### config.mk
export PLATFORM = sky130hd
export DESIGN_NAME = div_share_ctrl
export DESIGN_NICKNAME = d
export VERILOG_FILES = /design/src/rtl/div_share_ctrl.sv
export SDC_FILE = /design/constraint.sdc
export NUM_CORES = 1
export LEC_CHECK = 0
export ABC_AREA = 1
export CAP_MARGIN = 20
export CORE_UTILIZATION = 40
export DETAILED_ROUTE_END_ITERATION = 7
export GPL_TIMING_DRIVEN = 0
export PLACE_DENSITY = 0.84
export SKIP_CTS_REPAIR_TIMING = 1
export SYNTH_ARGS = -nofsm -noshare
export SYNTH_HDL_FRONTEND = slang
export SYNTH_SLANG_ARGS = --single-unit
### constraint.sdc
create_clock -name clk -period 3.4 [get_ports clk]
set_input_delay 0.51 -clock clk [delete_from_list [all_inputs] [get_ports clk]]
set_output_delay 0.51 -clock clk [all_outputs]
set_load 0.1 [all_outputs]
### src/rtl/div_share_ctrl.sv
// Two-port round-robin front end and sequencer for a shared 4-bit
// restoring divider datapath; divisors 0 and 1 bypass the datapath.
module div_share_ctrl #(
    parameter int ITER    = 4,
    parameter int RR_INIT = 0
) (
    input  logic       clk,
    input  logic       rst,
    input  logic [1:0] req_valid,
    output logic [1:0] req_ready,
    input  logic [3:0] req_a0,
    input  logic [3:0] req_b0,
    input  logic [3:0] req_a1,
    input  logic [3:0] req_b1,
    output logic [1:0] resp_valid,
    input  logic [1:0] resp_ready,
    output logic [3:0] resp_q,
    output logic [3:0] resp_r,
    output logic       resp_dz,
    output logic       busy,
    output logic       div_ld,
    output logic [3:0] div_a,
    output logic [3:0] div_b,
    input  logic [7:0] div_ra,
    input  logic [3:0] div_ry
);

    localparam int CW = $clog2(ITER + 1);

    localparam logic [2:0] IDLE = 3'd0;
    localparam logic [2:0] LOAD = 3'd1;
    localparam logic [2:0] RUN  = 3'd2;
    localparam logic [2:0] CAPT = 3'd3;
    localparam logic [2:0] DONE = 3'd4;

    logic [2:0]    state;
    logic [CW-1:0] cnt;
    logic          rr;
    logic          owner;
    logic [1:0]    grant;
    logic          g_idx;
    logic [3:0]    sel_a;
    logic [3:0]    sel_b;
    logic          unused_ra;

    // Upper remainder bits carry the partial shift state only.
    assign unused_ra = ^div_ra[7:4];

    always_comb begin
        grant = 2'b00;
        if (state == IDLE) begin
            if (req_valid == 2'b11) begin
                grant = rr ? 2'b10 : 2'b01;
            end else begin
                grant = req_valid;
            end
        end
    end

    assign g_idx      = grant[1];
    assign sel_a      = g_idx ? req_a1 : req_a0;
    assign sel_b      = g_idx ? req_b1 : req_b0;
    assign req_ready  = grant & {2{rst}};
    assign busy       = (state != IDLE);
    assign div_ld     = (state == LOAD);
    assign resp_valid = (state == DONE) ? (owner ? 2'b10 : 2'b01) : 2'b00;

    always_ff @(posedge clk or negedge rst) begin
        if (!rst) begin
            state   <= IDLE;
            cnt     <= '0;
            rr      <= 1'(RR_INIT);
            owner   <= 1'b0;
            resp_q  <= 4'h0;
            resp_r  <= 4'h0;
            resp_dz <= 1'b0;
            div_a   <= 4'h0;
            div_b   <= 4'h0;
        end else begin
            case (state)
                IDLE: begin
                    if (|grant) begin
                        owner <= g_idx;
                        rr    <= ~g_idx;
                        if (sel_b == 4'd0) begin
                            resp_q  <= 4'hF;
                            resp_r  <= sel_a;
                            resp_dz <= 1'b1;
                            state   <= DONE;
                        end else if (sel_b == 4'd1) begin
                            resp_q  <= sel_a;
                            resp_r  <= 4'h0;
                            resp_dz <= 1'b0;
                            state   <= DONE;
                        end else begin
                            div_a <= sel_a;
                            div_b <= sel_b;
                            state <= LOAD;
                        end
                    end
                end
                LOAD: begin
                    cnt   <= CW'(ITER);
                    state <= RUN;
                end
                RUN: begin
                    cnt <= cnt - CW'(1);
                    if (cnt == CW'(1)) begin
                        state <= CAPT;
                    end
                end
                // The datapath keeps shifting afterwards; this is the only valid cycle.
                CAPT: begin
                    resp_q  <= div_ry;
                    resp_r  <= div_ra[3:0];
                    resp_dz <= 1'b0;
                    state   <= DONE;
                end
                DONE: begin
                    if (resp_ready[owner]) begin
                        state <= IDLE;
                    end
                end
                default: state <= IDLE;
            endcase
        end
    end

endmodule
==> out/qor.yml <==
grt:
  grt_pass1_wl_um: 6270
  antenna_found_initial: 0
  grt_pass1_vias: 1368
  grt_util_all_layers_pct: 20.1
  grt-ovfl-total: 0
  grt_start_max_net_pins: 19
yosys:
  synth_common_cells: "nand2_1, dfrtp_1, nand3_1, inv_1, nor2_1"
  ys.flop_type: "dfrtp_1"
  syn_area_per_cell_sq_um: 7.74
  syn_area_sq_um: 1520
  synth.yosys.seq_area_share_pct: 41.1
  synth_most_common_cell: "nand2_1"
  synth_edf_count: 0
  synth.area.top_cells: "dfrtp_1, nand2_1, nand3_1"
  synthCells: 197
  synth_warnings: 0
  async_flop_share_pct: 100
  synth_top_cell_area_share_pct: 41.1
  ys_types: 29
  ys_ff_latch: 25
  syn_nets: 233
  yosys.area.top_type: "dfrtp_1"
sta:
  timing.final.crit_share_pct: 89.0
  slew_viol_final: 0
  fin_crit_ns: 3.03
  hold_viol_final: 0
  fin_ws_ns: 0.375
  tightest_slew_ns: 1.00
  fin_skew_ns: 0.00193
  rsz0062_at_grt: "false"
  relSlewSlack_pct: 33.1
  fmax_mhz: 331
  setup_viol_count_final: 0
  timing.hold.ws_ns: 0.489
place:
  dp_slack_ns: -0.0196
  place_hpwl_um: 2960
  place_congestion: 0.829
  portBuffers: 52
cts:
  cts_tree: "built"
  root_buffer: "clkbuf_8"
  insertion_delay_ns: 0.27
  path_clk_slew_ns: 0.09
  clock_sinks: 25
  cts_buffers: 3
  cts.htree.levels: 1
  clock_path_buffers: 2
hold_path:
  hp-class: "reg2reg"
worst_setup_path:
  cp-start-kind: "primary input"
  required_ns: 2.89
  worstPathCellList: "clkdlybuf4s50_1 > a21oi_4 > nand2_4 > buf_4 > nor2_1 > dlymetal6s2s_1"
  cp-end-kind: "output port"
  cp_max_fo: 10
  critPathArrivalTime_ns: 2.52
  cpMaxStageDelayCell: "dlymetal6s2s_1"
  critPathMaxStageDelay_ns: 0.74
  criticalPathCategory: "in2out"
status:
  status: "complete, no violations"
drt:
  drcViolationCount: 0
  first_pass_iters: 6
  viasPerCell: 4.78
  vias: 1445
  antenna_left: 0
  wl_um: 3740
  first_iter_violations: 55
  wl_per_cell_um: 12.4
floorplanning:
  fp.dieArea_sq_um: 4060
  top_level_ports: 57
  initial_core_util_pct: 41.6
  rows: 22
  die_w_um: 63.7
  core_area_sq_um: 3660
  die_h_um: 63.7
finish:
  layout.nets: 291
  n_antenna_cell: 0
  nFillCells: 338
  final_util_pct: 59.7
  syn2layout_area_growth_pct: 43.4
  drive_above_1_share_pct: 16.9
flow_run:
  drv_cap: 0
==> state kept, by name, indices dropped and copies added, names as in the netlist <==
signal,count
div_b,4
resp_q,4
state,3
div_a,4
rr,1
cnt,3
resp_r,4
owner,1
resp_dz,1
==> metal layers <==
layer	routed length, um	global-route usage [%]	vias to the layer above
li1	-	-	733
met1	1670	25.6	661
met2	1840	34.0	45
met3	175	3.26	6
met4	57	6.82	0
met5	0	0	-
==> cells in the final DEF, fill, tap and decap left out, types with 4 or more instances in the layout <==
cell	count
clkdlybuf4s50_1	50
inv_1	18
nand2_1	68
nor2_1	11
nand3_1	19
or2_2	4
inv_2	5
nand2_4	4
nand2_2	10
dfrtp_1	25
==> cells by family (layout without fill, tap and decap cells) <==
family                   count (synthesis)  count (layout)  synth area share [%]
flip-flops                              25              25                  41.1
adder cells (fa/ha/maj)                  2               2                  1.64
AO/OA/AOI/OAI                           12              12                  5.91
AND/OR/NAND/NOR                        130             130                  42.0
buffers and inverters                   28              85                  9.36
==> worst max-delay path: cells and delay by family <==
| family | cells | cell delay (ns) |
|---|---|---|
| AO/OA/AOI/OAI | 1 | 0.34 |
| buffers and inverters | 3 | 1.43 |
| AND/OR/NAND/NOR | 2 | 0.23 |
==> final cells by class <==
| cell class | count | area [sq um] | share of cell area (%) |
|---|---|---|---|
| Clock inverter | 1 | 7.51 | 0.343 |
| Multi-Input combinational cell | 144 | 756 | 34.6 |
| Sequential cell | 25 | 626 | 28.6 |
| Buffer | 4 | 50.0 | 2.29 |
| Timing Repair Buffer | 53 | 553 | 25.3 |
| Inverter | 24 | 92.6 | 4.24 |
| Clock buffer | 3 | 41.3 | 1.89 |
| Tap cell | 48 | 60.1 | 2.75 |
==> stage by stage <==
step           std cells  setup TNS (ns)  instance area (sq um)
6_report             302               0                   2190
5_1_grt              302               0                   2190
4_1_cts              302         -0.0163                   2180
3_5_place_dp         298         -0.0196                   2130
3_3_place_gp         297          -0.707                   2100
2_1_floorplan        197               0                   1520
==> final timing paths <==
path | start | end | slack (ns) | cells past startpoint
setup / recovery | req_valid[0] | req_ready[1] | 0.37 | 6
hold / removal | resp_q[2]$_DFFE_PN0P_ | resp_q[2]$_DFFE_PN0P_ | 0.49 | 2
setup reg to reg | state[2]$_DFFE_PN0P_ | resp_q[3]$_DFFE_PN0P_ | 1.66 | 6
hold reg to reg | resp_q[2]$_DFFE_PN0P_ | resp_q[2]$_DFFE_PN0P_ | 0.49 | 2
max in group asynchronous | rst | state[1]$_DFFE_PN0P_ | 2.38 | 2
min in group asynchronous | rst | div_a[1]$_DFFE_PN0P_ | 0.56 | 1
Power is not shown: default switching activity piles up to over one toggle a cycle in this logic, so the estimate is an artifact.
